--- config.mk ---
export PLATFORM = sky130hd
export DESIGN_NAME = eth_pkt_fifo
export DESIGN_NICKNAME = d
export VERILOG_FILES = /design/src/rtl/eth_pkg.sv /design/src/rtl/eth_dpram.sv /design/src/rtl/eth_pkt_fifo.sv
export SDC_FILE = /design/constraint.sdc
export NUM_CORES = 1
export LEC_CHECK = 0
export CAP_MARGIN = 20
export CORE_AREA = 2 2 259 261
export CTS_BUF_LIST = sky130_fd_sc_hd__clkbuf_2 sky130_fd_sc_hd__clkbuf_4 sky130_fd_sc_hd__clkbuf_8
export DETAILED_ROUTE_END_ITERATION = 8
export DIE_AREA = 0 0 261 263
export GPL_TIMING_DRIVEN = 0
export MAX_ROUTING_LAYER = met4
export SYNTH_ARGS = -nofsm -noshare
export SYNTH_HDL_FRONTEND = slang
export SYNTH_HIERARCHICAL = 1
export SYNTH_SLANG_ARGS = --single-unit
--- constraint.sdc ---
create_clock -name clk -period 6.8 [get_ports clk]
set_input_delay 1.36 -clock clk [delete_from_list [all_inputs] [get_ports clk]]
set_output_delay 1.36 -clock clk [all_outputs]
set_load 0.1 [all_outputs]
--- src/rtl/eth_pkg.sv ---
// Shared definitions for the Ethernet packet FIFO: word layout, FSM encoding
// and the default destination address.
package eth_pkg;
  localparam int WORD_W  = 34;
  localparam int EOP_BIT = 33;
  localparam int SOP_BIT = 32;

  localparam logic [31:0] DEFAULT_PORT_ADDR = 32'h0000ABCD;

  typedef enum logic [1:0] {
    IDLE   = 2'd0,
    ACCEPT = 2'd1,
    DROP   = 2'd2
  } state_t;
endpackage

--- src/rtl/eth_dpram.sv ---
// Packet storage: synchronous write port, asynchronous read port, contents
// are never reset.
module eth_dpram #(
  parameter int DEPTH = 16,
  parameter int WIDTH = 34,
  parameter int AW    = $clog2(DEPTH)
) (
  input  logic             clk,
  input  logic             we,
  input  logic [AW-1:0]    waddr,
  input  logic [WIDTH-1:0] wdata,
  input  logic [AW-1:0]    raddr,
  output logic [WIDTH-1:0] rdata
);
  logic [WIDTH-1:0] mem [DEPTH];

  always_ff @(posedge clk) begin
    if (we) mem[waddr] <= wdata;
  end

  assign rdata = mem[raddr];
endmodule

--- src/rtl/eth_pkt_fifo.sv ---
// Store-and-forward packet FIFO: packets addressed to PORT_ADDR are buffered
// and released only once their eop word is written; others are dropped.
//
// Read handshake: a word transfers on any rising edge where out_valid and
// out_ready are both 1; out_valid never depends on out_ready, and out_data
// is stable while out_valid is high and out_ready is low.
module eth_pkt_fifo
  import eth_pkg::*;
#(
  parameter int          DEPTH     = 16,
  parameter logic [31:0] PORT_ADDR = DEFAULT_PORT_ADDR
) (
  input  logic              clk,
  input  logic              reset_n,
  input  logic              in_wr_en,
  input  logic [WORD_W-1:0] in_data,
  output logic              out_valid,
  input  logic              out_ready,
  output logic [WORD_W-1:0] out_data,
  output logic [4:0]        pkt_cnt,
  output logic [7:0]        drop_cnt,
  output logic              full,
  output state_t            fsmState
);
  localparam int AW = $clog2(DEPTH);
  localparam int PW = AW + 1;
  localparam logic [PW-1:0] ONE      = PW'(1);
  localparam logic [PW-1:0] DEPTH_PW = PW'(DEPTH);

  state_t        state, nextState;
  logic [PW-1:0] wrPtr, cmtPtr, rdPtr;
  logic [PW-1:0] wrBase;
  logic          doWrite, doCommit, doRollback;
  logic [1:0]    dropAmt;
  logic          isSop, isEop, addrMatch, cmtFull, sopFull;
  logic          rdEn, rdEop;
  logic [8:0]    dropSum;

  assign isSop     = in_data[SOP_BIT];
  assign isEop     = in_data[EOP_BIT];
  assign addrMatch = (in_data[31:0] == PORT_ADDR);

  // full counts uncommitted words too; a read only frees space once rdPtr moves
  assign full    = ((wrPtr - rdPtr) == DEPTH_PW);
  assign cmtFull = ((cmtPtr - rdPtr) == DEPTH_PW);
  // a sop arriving in ACCEPT sees the occupancy left after rolling back
  assign sopFull = (state == ACCEPT) ? cmtFull : full;

  assign out_valid = (rdPtr != cmtPtr);
  assign rdEn      = out_valid & out_ready;
  assign rdEop     = rdEn & out_data[EOP_BIT];
  assign fsmState  = state;

  always_comb begin
    nextState  = state;
    doWrite    = 1'b0;
    doCommit   = 1'b0;
    doRollback = 1'b0;
    dropAmt    = 2'd0;
    if (in_wr_en) begin
      case (state)
        ACCEPT: begin
          if (isSop) begin
            doRollback = 1'b1;
            dropAmt    = 2'd1;
          end else if (full) begin
            doRollback = 1'b1;
            dropAmt    = 2'd1;
            nextState  = isEop ? IDLE : DROP;
          end else begin
            doWrite = 1'b1;
            if (isEop) begin
              doCommit  = 1'b1;
              nextState = IDLE;
            end
          end
        end
        DROP: begin
          if (!isSop && isEop) nextState = IDLE;
        end
        default: ;
      endcase

      // every sop, whatever the state, starts a fresh accept/drop decision
      if (isSop) begin
        if (addrMatch && !sopFull) begin
          doWrite = 1'b1;
          if (isEop) begin
            doCommit  = 1'b1;
            nextState = IDLE;
          end else begin
            nextState = ACCEPT;
          end
        end else begin
          dropAmt   = dropAmt + 2'd1;
          nextState = isEop ? IDLE : DROP;
        end
      end
    end
  end

  assign wrBase  = doRollback ? cmtPtr : wrPtr;
  assign dropSum = {1'b0, drop_cnt} + {7'd0, dropAmt};

  always_ff @(posedge clk) begin
    if (!reset_n) begin
      state    <= IDLE;
      wrPtr    <= '0;
      cmtPtr   <= '0;
      rdPtr    <= '0;
      pkt_cnt  <= '0;
      drop_cnt <= '0;
    end else begin
      state <= nextState;
      if (doWrite)         wrPtr <= wrBase + ONE;
      else if (doRollback) wrPtr <= cmtPtr;
      if (doCommit) cmtPtr <= wrBase + ONE;
      if (rdEn)     rdPtr  <= rdPtr + ONE;
      case ({doCommit, rdEop})
        2'b10:   pkt_cnt <= pkt_cnt + 5'd1;
        2'b01:   pkt_cnt <= pkt_cnt - 5'd1;
        default: ;
      endcase
      drop_cnt <= (dropSum > 9'd255) ? 8'd255 : dropSum[7:0];
    end
  end

  eth_dpram #(
    .DEPTH(DEPTH),
    .WIDTH(WORD_W)
  ) u_ram (
    .clk  (clk),
    .we   (doWrite),
    .waddr(wrBase[AW-1:0]),
    .wdata(in_data),
    .raddr(rdPtr[AW-1:0]),
    .rdata(out_data)
  );
endmodule

==> results of run 1 <==
power by group:
part           switching, mW  internal (mW)
logic                 0.0696         0.0265
registers            0.00137           3.87
clock network           1.34           1.50
worst max-delay path: cells and delay by family:
family / cells / cell delay, ps
AND/OR/NAND/NOR: 6 / 2810
buffers and inverters: 3 / 1200
AO/OA/AOI/OAI: 1 / 470
per-layer routing:
layer  vias up  global-route usage  part of all wire
met2       379               0.260              0.49
met4         0              0.0467             0.017
li1       5197                   -                 -
met3        66              0.0320             0.057
met1      6405               0.215              0.43
met5         -                   -                 0
cell families after synthesis:
family | share of synthesized area
AOI/OAI and AO/OA | 0.0453
buffers and inverters | 0.0151
xor gates and xnor gates | 0.00758
adders and majority gates | 0.0105
muxes | 0.137
and+or+nand+nor | 0.0407
DFF | 0.744
worst paths after layout:
kind / start / slack (ps) / depth (start not counted) / endpoint
min: drop_cnt[4] / 480 / 1 / drop_cnt[4]
max: in_data[24] / 1280 / 10 / u_ram/mem[0][16]
min reg2reg: drop_cnt[4] / 480 / 1 / drop_cnt[4]
max reg2reg: rdPtr[3] / 2390 / 12 / u_ram/mem[0][16]
flip-flops by register name (all words and copies together), names as in the netlist:
register,count
u_ram/mem,544
drop_cnt,8
cmtPtr,5
pkt_cnt,5
rdPtr,5
wrPtr,5
fsmState,2
metrics by stage:
step | std cells | hold slack [ps]
after global placement | 2089 | 462
after global routing | 2291 | 522
after detailed placement | 2117 | 472
after floorplan | 1137 | 497
after CTS | 2288 | 484
final | 2291 | 484
cells in the final DEF, fill, tap and decap left out, types with 16 or more instances in the layout:
master           instances
ha_1                    16
nor2_1                  25
clkinv_1                24
clkbuf_8                95
clkdlybuf4s50_1         88
edfxtp_1               544
buf_2                   18
dfxtp_1                 30
nand3_1                 17
nand2_1                 52
clkbuf_4                36
mux4_2                 136
clkbuf_1                26
buf_6                   19
a22oi_1                 69
final cells by class:
class	instances	area (sq um)
Antenna cell	3	7.51
Buffer	55	278
Clock buffer	131	1580
Clock inverter	40	201
Fill cell	5790	38500
Inverter	16	65.1
Multi-Input combinational cell	492	5610
Sequential cell	574	16900
Tap cell	864	1080
Timing Repair Buffer	116	1350
==> run summary, run 1 <==
Initial DRC Count -> 861
Die W -> 261 um
Mapped Cells -> 1,137
EDFF count, synth -> 544
fin. max-slew vios -> 0
mean area per synthesized cell -> 20.0 sq um
Worst Setup Slack, final -> 1280 ps
Max Root-Sink Buffers -> 3
setup TNS -> 0 ps
Tot Pwr -> 6.81 mW
# DRC -> 0
Pwr per Cell Area -> 251 nW/um^2
Die ar. -> 68,600 sq um
Peak supply drop -> 0.135 mV
Final Setup Violations -> 0
vias in the first global route -> 12,583
Startpoint Class -> primary input
Synth area leaders -> edfxtp_1 (72%), mux4_2 (13%), dfxtp_1 (2.6%)
post-route cell area -> 27,100 sq um
Max stage delay on crit path -> 760 ps
number of synthesized register bits -> 574
Ports -> 89
die height -> 263 um
Detailed Route WL -> 53,800 um
first-pass GRT wire length -> 80,300 um
RSZ-0062 raised after global routing -> no
max cap viols -> 0
synth-to-layout area growth -> 19.0%
outcome -> finished clean
most instantiated library cell after synthesis -> edfxtp_1
CP Max Fanout -> 17
Std-Cell Rows -> 94
pre-CTS setup slack -> 609 ps
Seq/Total Area, Yosys -> 0.744
ys async rst share -> 0
Placement Cell Area -> 25,300 sq um
drt pass-1 iters -> 7
most frequent CP cell -> buf_6
minimum clock period -> 5520 ps
CP arrival -> 5890 ps
Critical Path Slowest Stage Cell -> clkdlybuf4s50_1
Core ar. -> 65,600 sq um
critical path type -> in2reg
vias -> 12,047
CTS root buffer -> clkbuf_8
Port Buffers -> 88
fin util -> 0.413
DPL Wire Length -> 34,500 um
layout cells sized above 1 -> 0.261
Total GRT Usage -> 0.164
cell taking the most area after synthesis -> edfxtp_1
TritonCTS buffer count -> 95
Final Hold Viols -> 0
Yosys warnings -> 6
clock-pin transition on the worst setup and hold timing paths -> 60 ps
Least-Margin Pin Slew -> 1030 ps
Leak -> 8.40 nW
postcts setup bufs -> 0
antenna violations before repair -> 3
total grt overflow -> 0
number of vias per cell -> 5.26
syn nets -> 1,193
final worst path period share -> 0.811
top post-synthesis cells by count -> edfxtp_1 (544), mux4_2 (136), a22oi_1 (69)
Yosys top cell area share -> 0.717
starting density of the core -> 0.347
wire length per cell -> 23.5 um
gpl congestion -> 0.876
worst path cell trace -> clkdlybuf4s50_1 > nor4_2 > nand4_1 > or4_4 > a2111o_1 > nand2_1 > or3b_2 > nor3_2 > buf_6 > buf_6
CTS tree -> built
Rel. slew slack -> 0.304
final antenna-violating net count -> 0
Post-Syn Area -> 22,800 sq um
unique cell type count in the Yosys netlist -> 66
clk_lat worst skew -> 690 ps
CTS H-Tree Depth -> 3
Hold-fix buffers, CTS -> 0
Max Freq -> 0.181 GHz
Clock Sinks -> 574
required time of the critical path -> 7170 ps
worst min path class -> reg2reg
post-cts resize count -> 0
CP Capture Type -> register
# nets final -> 1,406
largest net degree at the start of global routing -> 22
Main synth FF type -> edfxtp_1
clock skew -> 31.5 ps
Power figures use the tool's default switching activity.
==> run 2: changes to the inputs <==
==> constraint.sdc (replaced) <==
create_clock -name clk -period 5.5 [get_ports clk]
set_input_delay 1.1 -clock clk [delete_from_list [all_inputs] [get_ports clk]]
set_output_delay 1.1 -clock clk [all_outputs]
set_load 0.1 [all_outputs]
==> run 2 against run 1 <==
Compared with the run above:
- non-clock buffer count decreased by 3
- final cell count down 0.17%
- power up 26%
- sequential cell count unchanged
- critical path depth down 1
- sequential share of layout area down 0.48 points
- routed wire length is 0.79% lower
- first-iteration DRC count up 1.5%
- worst hold slack improved by 17 ps
==> run summary, run 2 (synthesized netlist as in run 1, its figures left out) <==
outcome -> finished clean
Leak -> 8.44 nW (+0.52%)
wire length per cell -> 23.3 um (-0.61%)
clk_lat worst skew -> 690 ps (about the same)
Peak supply drop -> 0.148 mV (+9.4%)
Least-Margin Pin Slew -> 1150 ps (+112 ps)
max cap viols -> 0 (unchanged)
antenna violations before repair -> 2 (-1)
post-route cell area -> 27,300 sq um (+0.78%)
Ports -> 89 (unchanged)
r2r worst-path depth -> 10 (-2)
required time of the critical path -> 5870 ps (-1300 ps)
layout cells sized above 1 -> 0.255 (-0.00578)
DPL Wire Length -> 34,500 um (+0.14%)
Die W -> 261 um (unchanged)
CTS root buffer -> clkbuf_8
reg2reg start -> rdPtr[3]
number of vias per cell -> 5.24 (-0.27%)
worst min path class -> reg2reg
CTS H-Tree Depth -> 3 (unchanged)
Startpoint Class -> primary input
most common cell after layout, fill and taps aside -> edfxtp_1
final worst path period share -> 0.975
Rel. slew slack -> 0.229 (-0.0753)
Pwr per Cell Area -> 314 nW/um^2 (+25%)
first-pass GRT wire length -> 79,900 um (-0.56%)
Clock Sinks -> 574 (unchanged)
CTS tree -> built
R2R Setup Slk -> 820 ps (-1570 ps)
clock skew -> 41.5 ps (+10.1 ps)
commonest cells after routing, fill and taps aside -> edfxtp_1 (544), mux4_2 (136), clkbuf_8 (95)
beginning of the critical path -> in_data[26]
Hold-fix buffers, CTS -> 0 (unchanged)
largest registers -> u_ram/mem x544, drop_cnt x8
total grt overflow -> 0 (unchanged)
starting density of the core -> 0.347 (unchanged)
Total GRT Usage -> 0.162 (-0.00144)
minimum clock period -> 5360 ps
CP Capture Type -> register
Largest register FFs -> 544 (unchanged)
postcts setup bufs -> 0 (unchanged)
drt pass-1 iters -> 5 (-2)
largest net degree at the start of global routing -> 22 (unchanged)
vias -> 11,994 (-0.44%)
synth-to-layout area growth -> 19.9%
Detailed Route WL -> 53,400 um (-0.79%)
Final Hold Viols -> 0 (unchanged)
Std-Cell Rows -> 94 (unchanged)
critical path type -> in2reg
Max Freq -> 0.187 GHz
TritonCTS buffer count -> 93 (-2.1%)
fin. max-slew vios -> 0 (unchanged)
CP arrival -> 5730 ps (-160 ps)
Die ar. -> 68,600 sq um (unchanged)
Worst R2R End -> u_ram/mem[10][18]
gpl congestion -> 0.857 (-2.2%)
post-cts resize count -> 0 (unchanged)
vias in the first global route -> 12,432 (-1.2%)
# DRC -> 0 (unchanged)
CP Max Fanout -> 17 (unchanged)
die height -> 263 um (unchanged)
Top reg by flops -> u_ram/mem
Final Setup Violations -> 0 (unchanged)
Placement Cell Area -> 25,500 sq um (+0.56%)
Core ar. -> 65,600 sq um (unchanged)
clock-pin transition on the worst setup and hold timing paths -> 60 ps (about the same)
Initial DRC Count -> 874 (+1.5%)
fin util -> 0.416 (+0.00322)
Port Buffers -> 88 (unchanged)
Max Root-Sink Buffers -> 3 (unchanged)
RSZ-0062 raised after global routing -> no
final antenna-violating net count -> 0 (unchanged)
# nets final -> 1,401 (-0.36%)
CP Capture Point -> u_ram/mem[0][13]
## run 2: cell count changes in the layout (fill, tap and decap cells not counted), moves of 4 or more
cell,change
buf_8,+4
nor3_2,-4
clkbuf_4,-8
clkinv_1,+6
buf_16,+10
nor3_4,+4
buf_6,-14
bufinv_16,+4
## run 2: worst min path at each step
stage                        endpoint  depth (start not counted)  slack [ps]        start
final                      pkt_cnt[4]                          2         500   pkt_cnt[4]
after detailed placement   pkt_cnt[4]                          2         490   pkt_cnt[4]
after global placement    drop_cnt[4]                          1         460  drop_cnt[4]
after CTS                  pkt_cnt[4]                          2         500   pkt_cnt[4]
after floorplan             cmtPtr[2]                          2         500    cmtPtr[2]
after global routing       pkt_cnt[4]                          2         530   pkt_cnt[4]
## run 2: worst max-delay path, cell delays in order
cell             delay, ps
clkdlybuf4s50_1        700
nor4_2                 530
nand4_1                360
or4_4                  710
a2111o_1               480
nand2_1                200
or3b_2                 600
nor3_4                 730
buf_8                  280
## run 2: cell type report
type	instances	area (sq um)
fillers	5780	38300
repair buffers	113	1470
diodes	2	5.00
inverters	16	65.1
clock inverters	48	333
well taps	864	1080
multi-input cells	492	5630
flip-flops and latches	574	16900
plain buffers	55	278
clock buffers	123	1520
## run 2: metrics by stage
stage / setup TNS, ps / hold slack (ps) / setup slack [ps] / power [mW] / instances
after global placement: -1289680 / 463 / -2610 / 4.99 / 2089
after detailed placement: -105440 / 493 / -513 / 4.99 / 2114
after global routing: 0 / 535 / 7.76 / 8.85 / 2287
after floorplan: 0 / 497 / 489 / 4.90 / 1137
final: 0 / 501 / 139 / 8.57 / 2287
after CTS: 0 / 503 / 214 / 8.67 / 2285
## run 2: report_power, final
part	switching [mW]	internal, mW
logic	0.0861	0.0328
registers	0.00170	4.78
clock network	1.68	1.99
total	1.76	6.81
## run 2: metal layers
metal,vias to the layer above,share of wire,global-route usage
met5,-,0,-
met4,0,0.023,0.0501
met3,88,0.060,0.0310
met2,405,0.49,0.257
met1,6303,0.43,0.212
li1,5198,-,-
==> run 3: changes to the inputs <==
--- a/config.mk
+++ b/config.mk
@@ -7,7 +7,7 @@
 export LEC_CHECK = 0
 export CAP_MARGIN = 20
 export CORE_AREA = 2 2 259 261
-export CTS_BUF_LIST = sky130_fd_sc_hd__clkbuf_2 sky130_fd_sc_hd__clkbuf_4 sky130_fd_sc_hd__clkbuf_8
+export CTS_BUF_LIST = sky130_fd_sc_hd__clkbuf_4 sky130_fd_sc_hd__clkbuf_8
 export DETAILED_ROUTE_END_ITERATION = 8
 export DIE_AREA = 0 0 261 263
 export GPL_TIMING_DRIVEN = 0
==> results of run 3 <==
The final DEF is identical to that of run 2; final timing and power are the same.
